===== config.mk =====
export PLATFORM = sky130hd
export DESIGN_NAME = bram_req_ctrl
export DESIGN_NICKNAME = d
export VERILOG_FILES = /design/src/rtl/bram_ctrl_pkg.sv /design/src/rtl/bram_req_ctrl.sv
export SDC_FILE = /design/constraint.sdc
export NUM_CORES = 1
export LEC_CHECK = 0
export CAP_MARGIN = 20
export CELL_PAD_IN_SITES_DETAIL_PLACEMENT = 0
export CELL_PAD_IN_SITES_GLOBAL_PLACEMENT = 1
export CORE_MARGIN = 2
export CORE_UTILIZATION = 34
export CTS_CLUSTER_DIAMETER = 200
export DETAILED_ROUTE_END_ITERATION = 8
export PLACE_DENSITY = 0.89
export SLEW_MARGIN = 0
export SYNTH_ARGS = -nofsm -noshare
export SYNTH_HDL_FRONTEND = slang
export SYNTH_SLANG_ARGS = --single-unit

===== constraint.sdc =====
create_clock -name clk -period 1.94 [get_ports clk]
set_input_delay 0.194 -clock clk [delete_from_list [all_inputs] [get_ports clk]]
set_output_delay 0.194 -clock clk [all_outputs]
set_load 0.02 [all_outputs]

===== src/rtl/bram_ctrl_pkg.sv =====
// Shared definitions for the BRAM request controller: FSM encodings and counter width.
package bram_ctrl_pkg;

   typedef enum logic [1:0] {
      IDLE  = 2'd0,
      ISSUE = 2'd1,
      CAPT  = 2'd2,
      RESP  = 2'd3
   } state_t;

   localparam int CNT_W = 16;

endpackage


===== src/rtl/bram_req_ctrl.sv =====
// Command/response front end for a registered-read single-port BRAM.
//
// state | meaning
// IDLE  | ready for a command; writes complete here at one per cycle
// ISSUE | read address presented, RAM samples it on the next edge
// CAPT  | RAM output valid, captured into rsp_rdata on the next edge
// RESP  | response held until the consumer accepts it
module bram_req_ctrl
   import bram_ctrl_pkg::*;
#(
   parameter int ADDR_WIDTH = 10,
   parameter int DATA_WIDTH = 8
) (
   input  logic                  clk,
   input  logic                  rst_n,
   input  logic                  cmd_valid,
   output logic                  cmd_ready,
   input  logic                  cmd_we,
   input  logic [ADDR_WIDTH-1:0] cmd_addr,
   input  logic [DATA_WIDTH-1:0] cmd_wdata,
   output logic                  rsp_valid,
   input  logic                  rsp_ready,
   output logic [DATA_WIDTH-1:0] rsp_rdata,
   output logic                  ram_we,
   output logic [ADDR_WIDTH-1:0] ram_addr,
   output logic [DATA_WIDTH-1:0] ram_din,
   input  logic [DATA_WIDTH-1:0] ram_dout,
   output logic                  busy,
   output logic [CNT_W-1:0]      wr_count,
   output logic [CNT_W-1:0]      rd_count
);

   state_t state_q;
   state_t state_d;
   logic   ready_en_q;
   logic   cmd_accept;
   logic   capture;
   logic   rsp_done;

   // ready_en_q keeps cmd_ready low until the first edge after reset release
   assign cmd_ready  = (state_q == IDLE) && ready_en_q;
   assign busy       = (state_q != IDLE);
   assign cmd_accept = cmd_valid && cmd_ready;

   always_ff @(posedge clk or negedge rst_n) begin
      if (!rst_n) begin
         state_q    <= IDLE;
         ready_en_q <= 1'b0;
      end else begin
         state_q    <= state_d;
         ready_en_q <= 1'b1;
      end
   end

   always_comb begin
      state_d  = state_q;
      capture  = 1'b0;
      rsp_done = 1'b0;
      case (state_q)
         IDLE: begin
            if (cmd_accept && !cmd_we) begin
               state_d = ISSUE;
            end
         end
         ISSUE: begin
            state_d = CAPT;
         end
         CAPT: begin
            capture = 1'b1;
            state_d = RESP;
         end
         RESP: begin
            if (rsp_ready) begin
               rsp_done = 1'b1;
               state_d  = IDLE;
            end
         end
         default: begin
            state_d = IDLE;
         end
      endcase
   end

   always_ff @(posedge clk or negedge rst_n) begin
      if (!rst_n) begin
         ram_we    <= 1'b0;
         ram_addr  <= '0;
         ram_din   <= '0;
         rsp_valid <= 1'b0;
         rsp_rdata <= '0;
         wr_count  <= '0;
         rd_count  <= '0;
      end else begin
         ram_we <= cmd_accept && cmd_we;
         if (cmd_accept) begin
            ram_addr <= cmd_addr;
            if (cmd_we) begin
               ram_din  <= cmd_wdata;
               wr_count <= wr_count + 1'b1;
            end else begin
               rd_count <= rd_count + 1'b1;
            end
         end
         if (capture) begin
            rsp_valid <= 1'b1;
            rsp_rdata <= ram_dout;
         end else if (rsp_done) begin
            rsp_valid <= 1'b0;
         end
      end
   end

endmodule


==> results.rst <==
.. list-table::
   :header-rows: 1

   * - Metric
     - Value
   * - Result of the run
     - finished clean
   * - Most frequently used flop master after synthesis
     - sky130_fd_sc_hd__dfrtp_1
   * - Fill cells
     - 695
   * - CTS tree
     - done
   * - Clock buffer count from CTS
     - 9
   * - Diodes inserted
     - 0
   * - NumNets Final
     - 363
   * - Total number of placement rows
     - 32
   * - Largest stage delay on the critical path
     - 590 ps
   * - Number of ports placed on the die boundary
     - 93
   * - Final setup viols
     - 0
   * - Final Max Tran Viols
     - 0
   * - Worst Path Max Fanout
     - 6
   * - Worst slew pin tran
     - 521 ps
   * - Clock Root Buffer
     - sky130_fd_sc_hd__clkbuf_8
   * - Placed wire-length estimate
     - 4130 um
   * - Adder-cell share of the synthesized area
     - 2.86%
   * - Mapped cell area
     - 2630 um2
   * - Average detailed-routed wire length per instance
     - 12.8 um
   * - Clock latency of the later-clocked register in the worst-skew pair
     - 330 ps
   * - Die width
     - 91.9 um
   * - Maximum number of pins on one net before global-route repair
     - 27
   * - Number of buffers and inverters on the critical path
     - 1
   * - Net count of the mapped netlist
     - 254
   * - Core region area
     - 7610 um2
   * - Share of synthesized area spent on multiplexers
     - 7.72%
   * - Hold slack
     - 373 ps
   * - Share of synthesized flip-flops with an asynchronous set or reset
     - 100%
   * - Main combinational cell family by area after synthesis
     - simple AND/OR/NAND/NOR gates
   * - Highest-delay cell along the critical path
     - sky130_fd_sc_hd__or4_4
   * - Via total after detailed routing
     - 1990
   * - Multi-input gate area in the final layout
     - 1030 um2
   * - Distinct cell type count after synthesis
     - 30
   * - Kind of start point of the critical path
     - flip-flop
   * - Total wire length after detailed routing
     - 5530 um
   * - Count of synthesis-stage warnings from yosys
     - 0
   * - Most area-consuming cells after synthesis
     - sky130_fd_sc_hd__dfrtp_1 60%, sky130_fd_sc_hd__mux2_2 7.7%, sky130_fd_sc_hd__xnor2_1 6.7%
   * - Number of maximum-capacitance violations
     - 0
   * - Clock transition at the registers of the reported paths
     - 70 ps
   * - Peak supply drop
     - 0.669 mV
   * - Share of the yosys chip area belonging to registers
     - 60.0%
   * - Area growth syn-to-layout
     - 50.6%
   * - F_max
     - 0.559 GHz
   * - Family with the most delay on the worst path
     - simple AND/OR/NAND/NOR gates
   * - Drt via density
     - 4.60
   * - XOR/XNOR share of the synthesized area
     - 10.0%
   * - Die Y-Extent
     - 91.9 um
   * - Arrival time at the worst endpoint
     - 2040 ps
   * - Simple-Gate Fraction of Synth Area
     - 17.0%
   * - Total setup buffers inserted after CTS
     - 0
   * - Number of buffers inserted by port buffering
     - 92
   * - Initial antenna violation count
     - 0
   * - Number of global-route vias before repair
     - 2074
   * - Sequential Area
     - 1580 um2
   * - Total number of H-tree levels
     - 3
   * - Post-synthesis compound-gate area fraction
     - 1.05%
   * - Per-instance average area after synthesis
     - 12.1 um2
   * - Starting DRC count in detailed routing
     - 62
   * - Leakage power
     - 1.78 nW
   * - GRT Total Usage
     - 13.7%
   * - Overflow left after global routing
     - 0
   * - Die Area
     - 8440 um2
   * - Largest area contributor in the synthesized netlist
     - sky130_fd_sc_hd__dfrtp_1
   * - Unrepaired setup endpoints after global routing
     - false
   * - Number of nets with antenna violations after detailed routing
     - 0
   * - Critical Path, Cell by Cell
     - inv_1, ha_4, nand4b_4, or4_4, nor2_2, xor2_1
   * - Max-Slew Margin vs Limit
     - 65.3%
   * - Number of enable-type register cells in the synthesized netlist
     - 0
   * - First-pass GRT wire length
     - 9320 um
   * - Post-Syn Instances
     - 217
   * - Final-report hold violation count
     - 0
   * - Number of iterations in the first detailed-routing pass
     - 4
   * - Required time at the endpoint of the critical path
     - 2200 ps
   * - PwrDens
     - 1280 nW/um2
   * - Non-filler instance count after layout
     - 433
   * - Number of register bits inferred by synthesis
     - 63
   * - Share of the cycle needed by the critical path after routing
     - 92.1%
   * - Sum of internal, switching and leakage power
     - 5.05 mW
   * - Layout cell share with drive strength beyond 1
     - 15.7%
   * - Synth top area share
     - 60.0%
   * - Library cell with the highest instance count after synthesis
     - sky130_fd_sc_hd__dfrtp_1
   * - Commonest cells in the netlist
     - 63 x sky130_fd_sc_hd__dfrtp_1, 45 x sky130_fd_sc_hd__nand2_1, 20 x sky130_fd_sc_hd__xnor2_1
   * - Cell total after placement
     - 416
   * - DRC errors left
     - 0
   * - Type of the worst setup path
     - flip-flop to flip-flop
   * - Time the worst path needs with I/O delays and setup
     - 1790 ps
   * - Total negative slack for setup checks
     - 0 ps
   * - Path class of the lowest-slack min-delay path
     - primary input to async pin
   * - Worst Skew
     - 4.75 ps
   * - Type of destination of the critical path
     - flip-flop
   * - Clock sink count
     - 63
   * - Initial cell density of the core
     - 34.5%
   * - Max clock buf depth
     - 2
   * - Final GP Congestion
     - 0.754
metrics by stage:
step	util, %	worst slack (ps)	instance area [um2]
detailed placement	49.1	43.3	3730
global placement	49.1	104	3730
CTS	51.8	30.2	3940
floorplan	-	183	2630
finish	52.0	152	3960
global route	52.0	22.8	3960
metal layers:
metal | up-vias | part of all wire, % | global-route usage, %
li1 | 946 | - | -
met2 | 69 | 46 | 21.3
met3 | 9 | 7.6 | 4.35
met1 | 966 | 45 | 17.7
met5 | - | 0 | 0
met4 | 0 | 1.5 | 5.60
flip-flops by register name, indices dropped and copies added, names as in the netlist:
signal      flops
rd_count       16
wr_count       16
ram_addr       10
ram_din         8
rsp_rdata       8
state_q         2
ram_we          1
ready_en_q      1
rsp_valid       1
cell families after synthesis:
family          count (synthesis)
buf+inv                         8
simple gates                   86
flops                          63
other cells                     1
fa+ha+maj                       6
compound gates                  5
xor+xnor                       30
mux                            18
timing repair:
action                                  CTS  global route
hold endpoints to repair                 19             0
endpoints found under the setup margin    2             5
pin swaps                                 0             0
cloned                                    0             0
resized for setup                         2             3
hold buffers                              1             0
path summary, 6_finish.rpt:
kind                                        startpoint                        to  slack, ps  cells past startpoint
worst max-delay path            state_q[0]$_DFFE_PN0P_  rd_count[12]$_DFFE_PN0P_        150                      6
worst min-delay path                             rst_n   rd_count[2]$_DFFE_PN0P_        370                      2
worst max register to register  state_q[0]$_DFFE_PN0P_  rd_count[12]$_DFFE_PN0P_        150                      6
worst min register to register  ram_din[4]$_DFFE_PN0P_    ram_din[4]$_DFFE_PN0P_        470                      2
max in group asynchronous                        rst_n   rd_count[6]$_DFFE_PN0P_        950                      3
min in group clk                          cmd_wdata[2]    ram_din[2]$_DFFE_PN0P_        390                      3
cell usage in the layout, fill, tap and decap left out, drive strengths merged, types with 2 or more instances in the layout:
master | Yosys | routed
clkdlybuf4s50 | 0 | 89
dfrtp | 63 | 63
nand2 | 45 | 45
xnor2 | 20 | 20
mux2 | 18 | 18
xor2 | 10 | 10
clkbuf | 4 | 10
buf | 0 | 10
nand4 | 8 | 8
nand3 | 8 | 8
ha | 6 | 6
nor2 | 6 | 6
and3 | 4 | 4
inv | 4 | 4
and4 | 4 | 4
o21ai | 3 | 3
clkinv | 0 | 3
and2 | 2 | 2
nor3 | 2 | 2
clkinvlp | 0 | 2
area by class of cell:
class                   instances  share of cell area, %
repair buffers                102                   25.5
clock inverters                 6                   1.52
clock buffers                  10                   3.48
inverters                       4                  0.380
well taps                     102                   3.23
multi-input cells             146                   26.1
flip-flops and latches         63                   39.8
power by group:
group          switching (mW)  internal (mW)
sequential              0.245           1.69
combinational           0.963           1.03
clock                   0.502          0.621
total                    1.71           3.34
Note: power is estimated with default switching activity, not from simulation.
